## config.mk

```make
export PLATFORM = sky130hd
export DESIGN_NAME = rgb_pixel_tx
export DESIGN_NICKNAME = d
export VERILOG_FILES = /design/src/rtl/rgb_pixel_tx.sv
export SDC_FILE = /design/constraint.sdc
export NUM_CORES = 1
export LEC_CHECK = 0
export CAP_MARGIN = 20
export CORE_MARGIN = 4
export CORE_UTILIZATION = 63
export DETAILED_ROUTE_END_ITERATION = 12
export PLACE_DENSITY_LB_ADDON = 0.15
export SLEW_MARGIN = 20
export SYNTH_ARGS = -nofsm -noshare
export SYNTH_HDL_FRONTEND = slang
export SYNTH_SLANG_ARGS = --single-unit
```

## constraint.sdc

```tcl
create_clock -name clk -period 7.9 [get_ports clk]
set_clock_uncertainty 0.05 [all_clocks]
set_input_delay 1.58 -clock clk [delete_from_list [all_inputs] [get_ports clk]]
set_output_delay 1.58 -clock clk [all_outputs]
set_load 0.1 [all_outputs]
```

## src/rtl/rgb_pixel_tx.sv

```systemverilog
// Transmit end of the 3-lane LSB-first serial pixel link: handshake input, small FIFO, 8-clk slot serializer.
// Optional TX_STATS_EN adds saturating pix_sent/underruns counters.
module rgb_pixel_tx #(
    parameter int unsigned DEPTH = 4,
    parameter int unsigned CH_W  = 8
) (
    input  logic            clk,
    input  logic            rst_n,
    input  logic            tx_en,
    input  logic            in_valid,
    output logic            in_ready,
    input  logic [CH_W-1:0] in_red,
    input  logic [CH_W-1:0] in_green,
    input  logic [CH_W-1:0] in_blue,
    output logic            pred,
    output logic            pgreen,
    output logic            pblue,
    output logic            pix_start,
    output logic            tx_active
`ifdef TX_STATS_EN
    ,
    output logic [15:0]     pix_sent,
    output logic [15:0]     underruns
`endif
);

    localparam int unsigned AW    = $clog2(DEPTH);
    localparam int unsigned PTR_W = AW + 1;
    localparam int unsigned CNT_W = $clog2(CH_W);

    typedef struct packed {
        logic [CH_W-1:0] r;
        logic [CH_W-1:0] g;
        logic [CH_W-1:0] b;
    } pixel_t;

    typedef enum logic {IDLE, RUN} state_t;

    state_t             state_q, state_d;
    logic [CNT_W-1:0]   bit_cnt_q, bit_cnt_d;
    pixel_t             shreg_q, shreg_d;
    logic [2:0]         lines_q, lines_d;
    logic               pix_start_q, pix_start_d;
    logic               tx_active_q, tx_active_d;
    logic               in_ready_q, in_ready_d;
    logic [PTR_W-1:0]   wr_ptr_q, wr_ptr_d;
    logic [PTR_W-1:0]   rd_ptr_q, rd_ptr_d;
    pixel_t             mem_q [DEPTH];

    logic               push;
    logic               pop;
    logic               load;
    logic               empty;
    pixel_t             head;
    pixel_t             src;
    pixel_t             in_pix;

    function automatic pixel_t shr1(input pixel_t p);
        pixel_t s;
        s.r = p.r >> 1;
        s.g = p.g >> 1;
        s.b = p.b >> 1;
        return s;
    endfunction

    assign in_pix = '{r: in_red, g: in_green, b: in_blue};
    assign empty  = (wr_ptr_q == rd_ptr_q);
    assign head   = mem_q[rd_ptr_q[AW-1:0]];
    assign push   = in_valid & in_ready_q;

    // Slot sequencing: a new slot (real or zero fill) only ever starts on a wrap or from IDLE.
    always_comb begin
        state_d     = state_q;
        bit_cnt_d   = bit_cnt_q;
        shreg_d     = shreg_q;
        lines_d     = 3'b000;
        pix_start_d = 1'b0;
        pop         = 1'b0;
        load        = 1'b0;
        src         = '0;
        case (state_q)
            IDLE: begin
                if (tx_en && !empty) begin
                    state_d   = RUN;
                    load      = 1'b1;
                    pop       = 1'b1;
                    bit_cnt_d = '0;
                end
            end
            RUN: begin
                if (bit_cnt_q == CNT_W'(CH_W - 1)) begin
                    bit_cnt_d = '0;
                    if (!tx_en) begin
                        state_d = IDLE;
                    end else begin
                        load = 1'b1;
                        pop  = !empty;
                    end
                end else begin
                    bit_cnt_d = bit_cnt_q + CNT_W'(1);
                end
            end
            default: state_d = IDLE;
        endcase

        if (pop) begin
            src = head;
        end
        if (load) begin
            lines_d     = {src.r[0], src.g[0], src.b[0]};
            shreg_d     = shr1(src);
            pix_start_d = 1'b1;
        end else if (state_d == RUN) begin
            lines_d = {shreg_q.r[0], shreg_q.g[0], shreg_q.b[0]};
            shreg_d = shr1(shreg_q);
        end
    end

    // Ready is computed from next-cycle pointers so it is a plain flop with no comb path from pop.
    always_comb begin
        wr_ptr_d    = wr_ptr_q + PTR_W'(push);
        rd_ptr_d    = rd_ptr_q + PTR_W'(pop);
        in_ready_d  = ((wr_ptr_d - rd_ptr_d) != PTR_W'(DEPTH));
        tx_active_d = (state_d == RUN);
    end

    always_ff @(posedge clk) begin
        if (!rst_n) begin
            state_q     <= IDLE;
            bit_cnt_q   <= '0;
            shreg_q     <= '0;
            lines_q     <= 3'b000;
            pix_start_q <= 1'b0;
            tx_active_q <= 1'b0;
            in_ready_q  <= 1'b1;
            wr_ptr_q    <= '0;
            rd_ptr_q    <= '0;
        end else begin
            state_q     <= state_d;
            bit_cnt_q   <= bit_cnt_d;
            shreg_q     <= shreg_d;
            lines_q     <= lines_d;
            pix_start_q <= pix_start_d;
            tx_active_q <= tx_active_d;
            in_ready_q  <= in_ready_d;
            wr_ptr_q    <= wr_ptr_d;
            rd_ptr_q    <= rd_ptr_d;
        end
    end

    // Storage needs no reset; validity is tracked by the pointers.
    always_ff @(posedge clk) begin
        if (push) begin
            mem_q[wr_ptr_q[AW-1:0]] <= in_pix;
        end
    end

    assign pred      = lines_q[2];
    assign pgreen    = lines_q[1];
    assign pblue     = lines_q[0];
    assign pix_start = pix_start_q;
    assign tx_active = tx_active_q;
    assign in_ready  = in_ready_q;

`ifdef TX_STATS_EN
    logic [15:0] pix_sent_q, pix_sent_d;
    logic [15:0] underruns_q, underruns_d;

    always_comb begin
        pix_sent_d  = pix_sent_q;
        underruns_d = underruns_q;
        if (pop && (pix_sent_q != 16'hFFFF)) begin
            pix_sent_d = pix_sent_q + 16'd1;
        end
        if (load && !pop && (underruns_q != 16'hFFFF)) begin
            underruns_d = underruns_q + 16'd1;
        end
    end

    always_ff @(posedge clk) begin
        if (!rst_n) begin
            pix_sent_q  <= '0;
            underruns_q <= '0;
        end else begin
            pix_sent_q  <= pix_sent_d;
            underruns_q <= underruns_d;
        end
    end

    assign pix_sent  = pix_sent_q;
    assign underruns = underruns_q;
`endif

endmodule

```

==> results.md, run 1 <==
- First-pass GRT wire length: 15.5 mm
- Max VDD drop: about 0.20 mV
- # H-tree levels: 4
- P_sw: 0.620 mW
- Final cell count without fillers: 477
- GP Congestion: 0.777
- Drt drc: 0
- Initial core utilization: between 60% and 70%
- Per-cell routed wire length: approximately 20 um
- Netlist cell types: 37
- Detailed Routing Iterations Pass 1: 4
- Clk network pwr share: a little over a third
- Global router's overall resource usage: around a fifth
- Fmax: between 0.2 and 0.3 GHz
- Largest net degree at the start of global routing: 28
- Number of flops mapped to enable cells by yosys: 96
- Syn avg cell area: 16.7 um2
- Setup TNS: 0 ps
- Via density: approximately 6
- Initial antenna violation count: 0
- Period utilization: between 40% and 50%
- Reg clk slew, reported paths: about 60 ps
- Max cap viols: 0
- Vias in the first global route: a little under 3000
- Hold crit path type: flip-flop to flip-flop
- Syn Nets: around 350
- Core area: just over 8000 um2
- Pwr Density: about 340 nW/um2
- Worst slew pin tran: 985 ps
- Bufs on Longest Clock Path: 2
- Routed vias: around 2800
- Mapped Area: ~5300 um2
- CP max FO: 15
- Internal power: ~1.5 mW
- Clock latency on the worst-skew pair: roughly 500 ps
- CP required: a little over 8000 ps
- Port bufs: 33
- Final-report hold violation count: 0
- Setup violations, final: 0
- Hold buffers post-CTS: 0
- Initial drt markers: between 200 and 250
- RSZ-0062 raised after global routing: false
- Die Ht: between 90 and 100 um
- Num CTS Buffers: 17
- # Post-CTS Setup Buffers: 0
- Critical Setup Path Class: input port to flip-flop
- Detail Route Antenna Nets: 0
- Type of element capturing the critical path: flip-flop
- Most frequent cells in the layout: edfxtp_1, dfxtp_1, clkdlybuf4s50_1
- Synth warnings: 0
- Post_cts resized: 0
- Flop pwr share: a little over two fifths
- Combinational Power Share: between 20% and 30%
- Sequential area share after synthesis: between 60% and 70%
- Final min period: roughly 3900 ps
- Dpl cells: roughly 440
- Max-slew violations: 0
- Reg2reg start: rd_ptr_q[0]
- Antenna cell count: 0
- Site row count: 33
- I/O pins: 34
- Worst hold start: bit_cnt_q[1]
- WL final: 9.54 mm
- Share of cells above drive strength 1: roughly 22%
- Status: finished clean
- #FFs+latches synth: ~130
- CTS sink cnt: ~130
- Commonest non-fill, non-tap cell in the layout: edfxtp_1
- Post-Syn Instances: 318
- Area Growth Syn to Fin: 19.2%
- CTS root buf: clkbuf_8
- CTS tree: built
- Switching Share: between 20% and 30%
- Area of the die: between 9000 and 10000 um2
- Leak: 2.18 nW
- Aggregate global routing overflow: 0
- Post-synth ARST share: 0%
- Die X: about 100 um
- Final hold slack: roughly 410 ps
- Net total in the final layout: between 300 and 400
- Worst Setup SP: tx_en
- Startpoint Class: input port
- Post-synth top flop: edfxtp_1
- Arrival time worst endpoint: approximately 4200 ps
- R2R setup slack: around 4600 ps
- Hpwl dp: around 5.7 mm
- Relative slew slack: 34.0%
Yosys cell counts, drive strengths merged, types with 2 or more instances:
master  count  area (um2)
a22oi       3        22.5
edfxtp     96        2880
nor3        8        55.1
xor2        3        26.3
a21oi      21         105
nand3       3        20.0
mux4       24         552
o21ai      11        55.1
a221oi     13         189
and3       14        87.6
clkbuf      8        30.0
a211oi      5        37.5
nor2        8        30.0
nor2b       2        12.5
inv         4        15.0
buf        10         106
ha          8         100
and2        2        12.5
dfxtp      36         721
nand2      22        82.6
nor3b       2        15.0
xnor2       7        61.3
per-layer routing:
metal / GRT usage, % / wire (um) / share of wire, % / up-vias
met5: 0 / 0 / 0 / -
met2: 32.4 / 4660 / 49 / 90
met3: 5.82 / 549 / 5.8 / 12
met1: 29.0 / 4210 / 44 / 1400
li1: - / - / - / 1339
met4: 7.25 / 119 / 1.2 / 0
area by class of cell:
type,count,area (um2)
clock buffers,18,418
clock inverters,14,175
fillers,451,1900
inverters,5,18.8
multi-input cells,163,1570
flip-flops and latches,132,3600
well taps,105,131
repair buffers,40,393
sequential cells by signal (all words and copies together), names as in the netlist:
register,cells
wr_ptr_q,3
mem_q,96
shreg_q,21
rd_ptr_q,3
pix_start,1
tx_active,1
in_ready,1
lines_q,3
bit_cnt_q,3
cell families (layout without fill, tap and decap cells):
| kind of cell | count (synthesis) | in the layout | synth area share, % |
|---|---|---|---|
| flip-flops | 132 | 132 | 68.0 |
| AND/OR/NAND/NOR | 66 | 66 | 6.92 |
| AO/OA/AOI/OAI | 55 | 55 | 8.15 |
| multiplexers | 24 | 24 | 10.4 |
| buffers and inverters | 23 | 77 | 2.93 |
| XOR/XNOR | 10 | 10 | 1.65 |
| adder cells (fa/ha/maj) | 8 | 8 | 1.89 |
worst max-delay path, cell delays in order:
cell and delay (ps):
clkdlybuf4s50_1 550, inv_1 250, a311oi_4 550, ha_1 260, ha_1 240, inv_1 80, ha_1 140, nor2b_1 50
xnor2_1 200, xnor2_1 150, nand4_1 110
path summary, 6_finish.rpt:
kind / end / cells after the start
min: bit_cnt_q[1] / 2
max: in_ready / 11
max reg2reg: in_ready / 10
min reg2reg: bit_cnt_q[1] / 2
power by group through the flow:
| stage | combinational (mW) | clock [mW] | sequential, mW |
|---|---|---|---|
| 2_1_floorplan | 0.360 | 0 | 0.921 |
| 3_3_place_gp | 0.438 | 0 | 0.916 |
| 3_5_place_dp | 0.445 | 0 | 0.922 |
| 4_1_cts | 0.451 | 0.787 | 0.908 |
| 5_1_grt | 0.502 | 0.821 | 0.920 |
| 6_report | 0.464 | 0.773 | 0.906 |
metrics by stage:
| stage | utilization [%] | area (um2) | power [mW] | worst slack (ps) |
|---|---|---|---|---|
| 6_report | 76.8 | 6310 | 2.14 | 4040 |
| 5_1_grt | 76.8 | 6310 | 2.24 | 3850 |
| 4_1_cts | 76.5 | 6280 | 2.15 | 3600 |
| 3_5_place_dp | 69.2 | 5690 | 1.37 | 3090 |
| 3_3_place_gp | 69.2 | 5690 | 1.35 | 3200 |
| 2_1_floorplan | - | 5300 | 1.28 | 3850 |
No activity file was read; power rests on OpenSTA's default activity.
==> inputs of run 2 (changes only) <==
CORE_UTILIZATION = 58   (was 63)
clock period = 3.7 ns   (was 7.9 ns; I/O delays follow)
==> results.md, run 2 (synthesis gave the netlist of run 1 again) <==
- Status: finished clean
- CP required: between 2000 and 3000 ps
- Vias in the first global route: between 3000 and 4000
- Net total in the final layout: a little under 400
- Leak: about 2.2 nW
- Bufs on Longest Clock Path: 2
- Global router's overall resource usage: around a fifth
- Max-slew violations: 0
- Hpwl dp: approximately 6 mm
- Num CTS Buffers: 17
- Clock latency on the worst-skew pair: roughly 510 ps
- CTS sink cnt: 132
- Final min period: 2750 ps
- WL final: 9.76 mm
- CTS root buf: clkbuf_8
- Arrival time worst endpoint: approximately 2000 ps
- Per-cell routed wire length: ~20 um
- Top delay family on crit path: buffers and inverters
- GP Congestion: roughly 0.77
- Die X: ~100 um
- Critical Setup Path Class: flip-flop to primary output
- Grt met1 use: between 20% and 30%
- Final Core Density: between 70% and 80%
- I/O pins: 34
- Gr busiest metal: met2
- CP peak stage delay: between 1000 and 1500 ps
- Max VDD drop: about 0.42 mV
- Detail Route Antenna Nets: 0
- Site row count: 34
- # Post-CTS Setup Buffers: 0
- Drt drc: 0
- Reg2reg start: bit_cnt_q[0]
- Commonest non-fill, non-tap cell in the layout: edfxtp_1
- Initial core utilization: 60.1%
- CP max FO: 1
- Largest net degree at the start of global routing: 27
- Max cap viols: 0
- Hold crit path type: flip-flop to flip-flop
- Initial antenna violation count: 0
- Pwr Density: between 700 and 800 nW/um2
- Initial drt markers: approximately 160
- Largest register FFs: between 90 and 100
- # H-tree levels: 4
- RSZ-0062 raised after global routing: false
- Setup TNS: 0 ps
- Die Ht: between 100 and 150 um
- Via density: 6.03
- Final-report hold violation count: 0
- Worst Setup SP: lines_q[1]
- Most frequent cells in the layout: edfxtp_1, dfxtp_1, clkdlybuf4s50_1
- Port bufs: 33
- CTS tree: built
- Area Growth Syn to Fin: 19.6%
- Core area: roughly 8800 um2
- Buf+Inv Stages, Crit Path: 1
- First-pass GRT wire length: between 15 and 20 mm
- Area of the die: between 10000 and 15000 um2
- Detailed Routing Iterations Pass 1: 4
- Routed vias: between 2000 and 3000
- Fmax: 0.364 GHz
- Startpoint Class: flip-flop
- Reg clk slew, reported paths: 60 ps
- Routing usage on met3: 5.04%
- M2 GR Usage: around a third
- Worst hold start: bit_cnt_q[1]
- Setup violations, final: 0
- Slowest library cell on the worst path: clkdlybuf4s50_1
- Period utilization: about three quarters
- Aggregate global routing overflow: 0
- Share of cells above drive strength 1: 22.7%
- Type of element capturing the critical path: primary output
- Hold buffers post-CTS: 0
- Post_cts resized: 0
- Relative slew slack: between 30% and 40%
- Antenna cell count: 0
- CP cell instances: clkdlybuf4s50_1
- Worst slew pin tran: between 900 and 1000 ps
-- run 2: path summary, 6_finish.rpt --
check / slack [ps] / depth (start not counted) / endpoint
worst max-delay path: 950 / 1 / pgreen
worst min-delay path: 400 / 2 / bit_cnt_q[1]
worst max register to register: 1070 / 13 / in_ready
worst min register to register: 400 / 2 / bit_cnt_q[1]
-- run 2: per-stage QoR --
step | power [mW] | hold slack [ps] | cells | area, um2 | setup slack (ps)
detailed placement | 2.95 | 399 | 451 | 5730 | 577
floorplan | 2.74 | 382 | 318 | 5300 | 164
global placement | 2.92 | 391 | 451 | 5730 | 666
finish | 4.61 | 405 | 483 | 6330 | 954
global route | 4.83 | 437 | 483 | 6330 | 808
CTS | 4.65 | 409 | 483 | 6330 | 924
-- run 2: power breakdown --
group	internal, mW	switching (mW)
Sequential	1.78	0.119
Combinational	0.434	0.589
Clock	1.09	0.595
-- run 2: area by class of cell --
type                            instances  area, um2
Fill cell                             562       2470
Clock inverter                         13        183
Multi-Input combinational cell        163       1570
Inverter                                5       18.8
Timing Repair Buffer                   43        403
Clock buffer                           19        422
Sequential cell                       132       3600
Tap cell                              108        135
-- run 2: layer usage --
| metal | wire, um | share of wire (%) |
|---|---|---|
| met1 | 4210 | 43 |
| met2 | 4910 | 50 |
| met3 | 407 | 4.2 |
| met4 | 227 | 2.3 |
| met5 | 0 | 0 |
==> inputs of run 3 (changes only) <==
CORE_UTILIZATION = 53   (was 58)
clock period = 2.25 ns   (was 3.7 ns; I/O delays follow)
==> results.md, run 3 (synthesis gave the netlist of run 1 again) <==
- Net total in the final layout: between 400 and 500
- WL final: approximately 10 mm
- Slowest library cell on the worst path: dfxtp_4
- Vias in the first global route: approximately 3000
- CP cell instances: ha_4, ha_4, nor2b_4, a311oi_4, ha_4, ha_4, inv_4, ha_4, nor2b_4, xnor2_2, xnor2_1, nand4_1
- Initial antenna violation count: 0
- Aggregate global routing overflow: 0
- Bufs on Longest Clock Path: 2
- Dpl cells: just under 500
- Final min period: around 2200 ps
- Pwr Density: roughly 1100 nW/um2
- Type of element capturing the critical path: flip-flop
- Hold crit path type: flip-flop to flip-flop
- Site row count: 36
- Flop pwr share: about two fifths
- Hold buffers post-CTS: 0
- Largest register FFs: between 90 and 100
- CTS sink cnt: between 100 and 150
- Startpoint Class: flip-flop
- FF-to-FF End: in_ready
- Max cap viols: 0
- Initial core utilization: 54.2%
- Share of cells above drive strength 1: between 30% and 40%
- Filler instances: between 600 and 700
- Status: finished clean
- Fmax: around 0.46 GHz
- Reg clk slew, reported paths: ~60 ps
- CP required: roughly 2600 ps
- Final hold slack: between 400 and 500 ps
- CP peak stage delay: 350 ps
- Die X: around 110 um
- Final cell count without fillers: about 520
- Dpl ws: -301 ps
- Clk network pwr share: around 32%
- Core area: 9770 um2
- I/O pins: 34
- R2R setup slack: around 61 ps
- Arrival time worst endpoint: around 2500 ps
- Drt drc: 0
- Multi-input logic area: about 1700 um2
- Antenna cell count: 0
- Most frequent cells in the layout: edfxtp_1, dfxtp_1, clkdlybuf4s50_1
- CP max FO: 2
- Reg2reg start: bit_cnt_q[0]
- P_sw: 2.28 mW
- Per-cell routed wire length: 19.3 um
- Num CTS Buffers: 17
- Final instance area: 6540 um2
- Worst slew pin tran: about 540 ps
- Period utilization: 97.3%
- First-pass GRT wire length: between 15 and 20 mm
- Routed vias: roughly 3000
- Die Ht: ~110 um
- Area Growth Syn to Fin: 23.5%
- Combinational Power Share: roughly a quarter
- Relative slew slack: approximately 64%
- GP Congestion: approximately 0.8
- Leak: between 2 and 2.5 nW
- Final-report hold violation count: 0
- Worst Setup SP: bit_cnt_q[0]
- CP Capture Point: in_ready
- # H-tree levels: 4
- Max VDD drop: between 0.8 and 0.9 mV
- Global router's overall resource usage: between 10% and 20%
- Commonest non-fill, non-tap cell in the layout: edfxtp_1
- Via density: 5.70
- CTS root buf: clkbuf_8
- Detailed Routing Iterations Pass 1: 4
- Largest net degree at the start of global routing: 27
- Post-route total power: around 7.4 mW
- Hpwl dp: roughly 6.1 mm
- Detail Route Antenna Nets: 0
- Sequential standard cell area: 3610 um2
- Crit-path most repeated cell: ha_4
- Clock latency on the worst-skew pair: approximately 520 ps
- R2R depth: 12
- Critical Setup Path Class: flip-flop to flip-flop
- Max-slew violations: 0
- Port bufs: 33
- CTS tree: built
- Area of the die: roughly 12000 um2
- Internal power: about 5.1 mW
- Switching Share: between 30% and 40%
- Setup violations, final: 0
- Final worst slack: just over 60 ps
- Placed Area: roughly 5900 um2
- Initial drt markers: 140
## run 3: layout make-up
type,count,share of cell area [%]
inverter,5,0.325
timing repair buffer,56,8.04
multi-input combinational,163,25.8
clock buffer,17,6.33
tap,133,2.54
clock inverter,15,1.65
sequential,132,55.3
## run 3: how the worst min path moves through the flow
| stage | startpoint | end | cells after the start |
|---|---|---|---|
| floorplan | bit_cnt_q[1] | bit_cnt_q[1] | 2 |
| global placement | bit_cnt_q[1] | bit_cnt_q[1] | 2 |
| detailed placement | bit_cnt_q[1] | bit_cnt_q[1] | 2 |
| CTS | bit_cnt_q[1] | bit_cnt_q[1] | 2 |
| global route | shreg_q[5] | shreg_q[5] | 2 |
| finish | shreg_q[5] | shreg_q[5] | 2 |
## run 3: metal layers
| metal | global-route usage (%) | share of wire [%] |
|---|---|---|
| met3 | 5.55 | 3.5 |
| met2 | 29.6 | 50 |
| met4 | 7.84 | 1.8 |
| met1 | 24.8 | 45 |
| met5 | 0 | 0 |
## run 3: stage by stage
| stage | util [%] | setup TNS [ps] |
|---|---|---|
| after floorplan | - | -141 |
| after global placement | 60.9 | -240 |
| after detailed placement | 60.9 | -301 |
| after CTS | 66.2 | 0 |
| after global routing | 66.9 | -58.1 |
| final | 66.9 | 0 |
## run 3: timing repair
item | 4_1_cts | 5_1_grt
endpoints found under the setup margin | 0 | 1
setup buffers | 0 | 2
resized for setup | 0 | 11
hold endpoints to repair | 0 | 0
## run 3: worst max-delay path, delay by kind of cell (launching register included)
kind            cells  cell delay, ps
flops               1             350
fa+ha+maj           5             770
compound gates      1             330
simple gates        3             190
buf+inv             1              60
xor+xnor            2             320
## run 3: power groups by stage
stage | combinational [mW] | clock, mW | sequential [mW]
2_1_floorplan | 1.30 | 0 | 3.24
3_5_place_dp | 1.88 | 0 | 3.12
3_3_place_gp | 1.85 | 0 | 3.10
6_report | 1.93 | 2.40 | 3.08
4_1_cts | 1.89 | 2.45 | 3.07
5_1_grt | 2.10 | 2.57 | 3.11
